==> config.mk <==
export PLATFORM = sky130hd
export DESIGN_NAME = audio_out_fifo
export DESIGN_NICKNAME = d
export VERILOG_FILES = /design/src/rtl/audio_out_fifo.sv
export SDC_FILE = /design/constraint.sdc
export NUM_CORES = 1
export LEC_CHECK = 0
export BUFFER_PORTS_ARGS = -buffer_cell sky130_fd_sc_hd__buf_2
export CORE_AREA = 2 2 186 188
export DETAILED_ROUTE_END_ITERATION = 10
export DIE_AREA = 0 0 188 190
export PLACE_DENSITY = 0.81
export SLEW_MARGIN = 10
export SYNTH_ARGS = -nofsm -noshare
export SYNTH_HDL_FRONTEND = slang
export SYNTH_SLANG_ARGS = --single-unit
==> constraint.sdc <==
create_clock -name clk -period 6.75 [get_ports clk]
set_input_delay 0.3375 -clock clk [delete_from_list [all_inputs] [get_ports clk]]
set_output_delay 0.3375 -clock clk [all_outputs]
set_load 0.02 [all_outputs]
==> src/rtl/audio_out_fifo.sv <==
// Stereo sample FIFO between the averaging filter and the codec write port; primes before playback.
// Define AUDIO_OUT_REPEAT_EN to re-send the last popped sample on underrun cycles instead of starving the codec.
module audio_out_fifo #(
   parameter int DATA_WIDTH  = 24,
   parameter int DEPTH       = 8,
   parameter int PRIME_LEVEL = 4
) (
   input  logic                       clk,
   input  logic                       reset,
   input  logic                       in_valid,
   input  logic [DATA_WIDTH-1:0]      in_left,
   input  logic [DATA_WIDTH-1:0]      in_right,
   output logic                       in_ready,
   input  logic                       write_ready,
   output logic                       write,
   output logic [DATA_WIDTH-1:0]      writedata_left,
   output logic [DATA_WIDTH-1:0]      writedata_right,
   output logic [$clog2(DEPTH):0]     level,
   output logic [15:0]                underrun_count,
   output logic                       overflow
);

   localparam int AW = $clog2(DEPTH);
   localparam int LW = AW + 1;
   localparam int PW = 2 * DATA_WIDTH;

   typedef enum logic {
      PRIME = 1'b0,
      RUN   = 1'b1
   } state_t;

   state_t            state_r;
   logic [PW-1:0]     mem_r [DEPTH];
   logic [AW-1:0]     wr_ptr_r;
   logic [AW-1:0]     rd_ptr_r;
   logic [LW-1:0]     level_r;
   logic [PW-1:0]     hold_r;
   logic [15:0]       underrun_r;
   logic              overflow_r;

   logic              full_s;
   logic              empty_s;
   logic              push_s;
   logic              drop_s;
   logic              pop_s;
   logic              underrun_s;
   logic              write_s;
   logic [PW-1:0]     head_s;
   logic [PW-1:0]     data_s;

   // Handshake decode: push/drop on the filter side, pop/underrun on the codec side.
   always_comb begin
      full_s     = (level_r == LW'(DEPTH));
      empty_s    = (level_r == {LW{1'b0}});
      head_s     = mem_r[rd_ptr_r];
      push_s     = in_valid && !full_s;
      drop_s     = in_valid && full_s;
      underrun_s = 1'b0;
      write_s    = 1'b0;
      data_s     = hold_r;
      if (state_r == RUN) begin
         underrun_s = write_ready && empty_s;
`ifdef AUDIO_OUT_REPEAT_EN
         write_s    = write_ready;
`else
         write_s    = write_ready && !empty_s;
`endif
         if (!empty_s) begin
            data_s = head_s;
         end else begin
            data_s = hold_r;
         end
      end else begin
         underrun_s = 1'b0;
         write_s    = 1'b0;
         data_s     = hold_r;
      end
      // A repeated write on an underrun cycle never consumes an entry.
      pop_s = write_s && write_ready && !empty_s;
   end

   // Sample storage; contents need no reset because the pointers define validity.
   always_ff @(posedge clk) begin
      if (!reset && push_s) begin
         mem_r[wr_ptr_r] <= {in_left, in_right};
      end
   end

   // Pointers, fill level, hold register, status counters and priming state.
   always_ff @(posedge clk) begin
      if (reset) begin
         state_r    <= PRIME;
         wr_ptr_r   <= {AW{1'b0}};
         rd_ptr_r   <= {AW{1'b0}};
         level_r    <= {LW{1'b0}};
         hold_r     <= {PW{1'b0}};
         underrun_r <= 16'h0000;
         overflow_r <= 1'b0;
      end else begin
         if (push_s) begin
            wr_ptr_r <= wr_ptr_r + AW'(1);
         end
         if (pop_s) begin
            rd_ptr_r <= rd_ptr_r + AW'(1);
            hold_r   <= head_s;
         end
         case ({push_s, pop_s})
            2'b10:   level_r <= level_r + LW'(1);
            2'b01:   level_r <= level_r - LW'(1);
            default: level_r <= level_r;
         endcase
         if (drop_s) begin
            overflow_r <= 1'b1;
         end
         if (underrun_s && (underrun_r != 16'hFFFF)) begin
            underrun_r <= underrun_r + 16'd1;
         end
         case (state_r)
            PRIME:   if (level_r >= LW'(PRIME_LEVEL)) state_r <= RUN;
            RUN:     if (underrun_s) state_r <= PRIME;
            default: state_r <= PRIME;
         endcase
      end
   end

   assign in_ready        = !full_s;
   assign write           = write_s;
   assign writedata_left  = data_s[PW-1:DATA_WIDTH];
   assign writedata_right = data_s[DATA_WIDTH-1:0];
   assign level           = level_r;
   assign underrun_count  = underrun_r;
   assign overflow        = overflow_r;

endmodule
Word level (Yosys, flattened, before mapping):

Memories as Yosys holds them, arrays and structs flattened. A register that Yosys moved wholly into a read port is not among the register bits.
Index checks and enable logic that the tools add are counted.

* add/subtract/negate cells: 5
* order comparisons: 1
* eq/ne operators: 4
* muxes and demuxes: 12
* bitwise gates (word level): 1
* reduce and logical (&&, ||, !) cells: 13

Operator list (number)
* $mux 48: 2
* $add 16x1->16 const B: 1
* $ne 16x16->1 const B: 1
* $logic_and 1x1->1: 8
* $pmux 4 s2: 1
* $add 3x1->3 const B: 2
* $mux 1: 6
* $mux 3: 2
* $add 4x1->4 const B: 1
* $eq 4x4->1 const B: 1
* $ge 4x3->1 const B: 1
* $logic_not 4->1: 1
* $sub 4x1->4 const B: 1
* $logic_not 1->1: 3
* $eq 2x1->1 const B: 1
* $eq 2x2->1 const B: 1
* $pmux 1 s2: 1
* $reduce_bool 2->1: 1
* $not 1->1: 1

* register bits: 76
* bits in writable memories: 384
* output and inout bits: 71
* logic and storage cells: 44
* memories kept: 1

Memories
* mem_r: words 8, width 48, read ports 1, clocked after memory_dff 1, write ports 1, line 33 `logic [PW-1:0] mem_r [DEPTH];`

Longest topological paths before layout:

* depth in word-level cells: 8
* gate-level depth with buffers: 11

Least setup slack after synthesis:

Ideal clock, no wire load.

* kind: register to register
* start point: register level_r[2] (netlist: level[2])
* end point: memory mem_r[0][0] in the netlist's numbering, enable pin
* library setup time: 590 ps
* data arrival time: 6295 ps
* required time: 6160 ps
* setup slack: -135 ps
* stages on the path, launching flop included: 6
* buffers on the path: 2
* path through: dfxtp_1 -> clkbuf_1 -> or4b_2 -> buf_2 -> nand2_2 -> nor4b_1

* longest elaborated chain between the ends: 6

RTL lines
* from (decl): line 36 `logic [LW-1:0] level_r;`
* from (signal assigned): line 95 `level_r <= {LW{1'b0}};`
* from (signal assigned): line 108 `2'b10: level_r <= level_r + LW'(1);`
* from (signal assigned): line 109 `2'b01: level_r <= level_r - LW'(1);`
* $eq 4x4->1: line 53 `full_s = (level_r == LW'(DEPTH));`
* $logic_not 1->1
* net in_ready: line 13 `output logic in_ready,`
* $logic_and 1x1->1: line 56 `push_s = in_valid && !full_s;`
* $logic_and 1x1->1: line 84 `if (!reset && push_s) begin`
* $mux 1: line 84
* $mux 1 (implied by the code): line 85 `mem_r[wr_ptr_r] <= {in_left, in_right};`
* to (decl): line 33

The timed path passes the listed nets, and every way through them passes these cells.

==> results.toml <==
[yosys]
syn_area_um2 = 17900
syn_inst = 1008
synth_fp_nets = 1066
yosysTopAreaCell = "edfxtp_1"
ys_warn_count = 0
synth_flop_cell = "edfxtp_1"
synth-edff-count = 384
syn_area_per_cell_um2 = 17.8
synth-seq-cells = 463
yosysUniqueCellTypes = 44
synth_area_leaders = "edfxtp_1 (64%), mux4_2 (12%), dfxtp_1 (8.8%), mux2i_1 (2.8%), o21ai_0 (2.2%)"
ys_async_sr_fraction_pct = 0
synth_top_cell_area_share_pct = 64.3
seq_area_frac_synth_pct = 73.1

[place]
postPlaceCellArea_um2 = 19000
portBuffers = 122
gp_congestion = 0.776
place_ws_ns = 3.33
dp_cells = 1538
dp_hpwl_mm = 20.1

[sta]
clock_skew_ns = 0.0176
setup_viol_count_final = 0
finalCritPeriodShare_pct = 56.0
final-hold-violation-count = 0
fmax_ghz = 0.264
setup_ws_ns = 2.97
min_period_ns = 3.78
finalMaxSlewViolations = 0
tightest_slew_ns = 1.08
slew_headroom_pct = 27.7
holdWs_ns = 0.0631
fin_tns_setup_ns = 0
rsz0062_at_grt = "no"

[route]
routed_wirelength_mm = 37.5
routed_via_density = 6.03
antenna_left = 0
firstDrtPassIters = 6
drc = 0
wl_per_cell_um = 23.2
drt_iter0_markers = 854
vias = 9773

[critical_path]
critPathKind = "reg -> out"
r2r-start = "level[0]"
end_kind = "output port"
worstSetupEndpoint = "writedata_right[4]"
rr_worst_depth = 10
critPathMaxStageDelay_ns = 1.00
arrival_ns = 3.44
slowest_stage = "dfxtp_4"
reg2reg_setup_slack_ns = 3.28
crit_path_cell_trace = "buf_4 -> mux4_2 -> mux2i_1 -> o21ai_0 -> buf_2"
path_max_fanout = 47
critPathRequiredTime_ns = 6.41
reg2reg_to = "level[2]"
startpoint_type = "flip-flop"

[run_status]
status = "complete, no violations"

[clock_tree]
cts_resized = 0
htreeDepth = 2
clk_latency_ns = 0.54
path_clk_slew_ns = 0.06
cts-root-buf = "clkbuf_16"
cts_hold_buf = 0
clk_path_buf_depth = 3
cts-buffers-inserted = 43
tritoncts = "yes"
post_cts_buffers = 0
cts_sinks = 463

[grt]
overflow = 0
antenna_found_initial = 9
grt_pass1_vias = 9773
grt_use_total_pct = 21.0
grt_pass1_wl_mm = 56.7
grt_max_degree = 99

[flow_run]
timing.max_cap.violations = 0

[cells_and_area]
layout-drive-gt1-share_pct = 27.0
nets = 1186
areaGrowthSynthToFinish_pct = 13.7
fin_cells = 1620
final_cell_area_um2 = 20400

[hold_path]
hp-class = "in -> reg"

[floorplan]
coreArea_um2 = 33900
die-height_um = 190
start_util_pct = 52.8
die_w_um = 188
io-pin-count = 123
fp.dieArea_um2 = 35700
rows = 68

[power]
power_density_nw_per_um2 = 277
p_leak_nw = 6.53
ir_worst_vdd_v = 0.000173
==> logic make-up (layout without fill, tap and decap cells) <==
family | Yosys count | count (layout) | synth area share [%]
AO/OA/AOI/OAI | 162 | 162 | 5.26
AND/OR/NAND/NOR | 156 | 156 | 4.26
flip-flops | 463 | 463 | 73.1
buffers and inverters | 68 | 219 | 1.72
multiplexers | 146 | 146 | 14.9
adder cells (fa/ha/maj) | 6 | 6 | 0.419
XOR/XNOR | 7 | 7 | 0.342
other | 0 | 6 | 0
==> layout by cell type (no fill, tap or decap), types with 2 or more instances in the layout <==
master / instances
nand3_1: 9
diode_2: 6
o311ai_0: 2
or2_2: 2
clkbuf_16: 45
buf_4: 17
bufinv_16: 3
a211oi_1: 26
nor2_1: 41
clkinv_2: 4
nand2_2: 2
clkbuf_1: 12
clkbuf_8: 3
dfxtp_1: 76
nor2_4: 4
o31ai_1: 9
clkinv_1: 9
and2_1: 2
edfxtp_1: 384
or4_1: 9
or3_1: 3
and3_1: 4
dfxtp_4: 3
inv_1: 4
xor2_1: 6
ha_1: 6
nand2_1: 57
o41ai_1: 3
nor4b_1: 2
buf_2: 122
mux2i_1: 50
o21ai_0: 78
nor3_2: 3
mux4_2: 96
nand4_1: 6
a21oi_1: 42
==> synthesized netlist by cell type (2+ instances only) <==
cell,n
and2_1,2
o41ai_1,3
nor4b_1,3
o31ai_1,9
or3_1,3
or2_2,2
buf_4,4
nor2_1,44
and3_1,4
buf_2,19
dfxtp_1,79
mux4_2,96
nor3_1,4
clkbuf_1,29
xor2_1,6
o311ai_0,2
buf_6,2
edfxtp_1,384
nand2_1,57
a21oi_1,42
mux2i_1,50
inv_1,4
buf_1,10
a211oi_1,26
ha_1,6
o21ai_0,78
nand3_1,9
nand4_1,6
nand2_2,2
or4_1,9
==> worst min-delay path by stage <==
stage                       from           end  slack (ns)  cells past startpoint
global route        in_right[21]  mem_r[1][21]        0.06                      1
floorplan            in_right[0]   mem_r[0][0]        0.44                      0
global placement        overflow      overflow        0.44                      2
finish              in_right[23]  mem_r[6][23]        0.06                      1
detailed placement      overflow      overflow        0.46                      2
CTS                  in_left[13]  mem_r[7][37]        0.04                      1
==> sequential cells by signal, indices dropped and copies added (netlist names), named ones only <==
signal,count
hold_r,48
wr_ptr_r,3
rd_ptr_r,3
level,4
underrun_count,16
overflow,1
mem_r,384
state_r,1
==> metrics by stage <==
step                util (%)  total power [mW]
detailed placement      56.0              3.36
global placement        56.0              3.35
floorplan                  -              3.28
CTS                     60.0              5.68
global route            60.0              5.80
finish                  60.1              5.65
==> area by class of cell <==
type / instances / area [um2]
Clock buffer: 60 / 1210
Multi-Input combinational cell: 477 / 4570
Clock inverter: 16 / 144
Sequential cell: 463 / 13100
Fill cell: 2354 / 13600
Timing Repair Buffer: 139 / 738
Antenna cell: 6 / 15.0
Tap cell: 455 / 569
Inverter: 4 / 15.0
==> worst max-delay path, delay by kind of cell, from the launching register on <==
family / cells / cell delay [ns]
flops: 1 / 1.00
buf+inv: 2 / 0.84
mux: 2 / 0.80
compound gates: 1 / 0.22
==> report_power, final <==
| part | internal, mW | switching (mW) | total [mW] | leakage [nW] |
|---|---|---|---|---|
| clock network | 1.36 | 0.988 | 2.35 | 0.662 |
| registers | 3.13 | 0.0180 | 3.15 | 4.11 |
| logic | 0.0496 | 0.101 | 0.150 | 1.76 |
| total | 4.54 | 1.11 | 5.65 | 6.53 |
==> metal layers <==
layer | vias up | share of wire [%] | GRT usage (%)
met5 | - | 0.11 | 0
met4 | 6 | 2.4 | 7.27
met3 | 67 | 7.3 | 4.76
met2 | 424 | 50 | 35.1
met1 | 4990 | 40 | 27.4
li1 | 4286 | - | -
(Power assumes the default switching activity.)
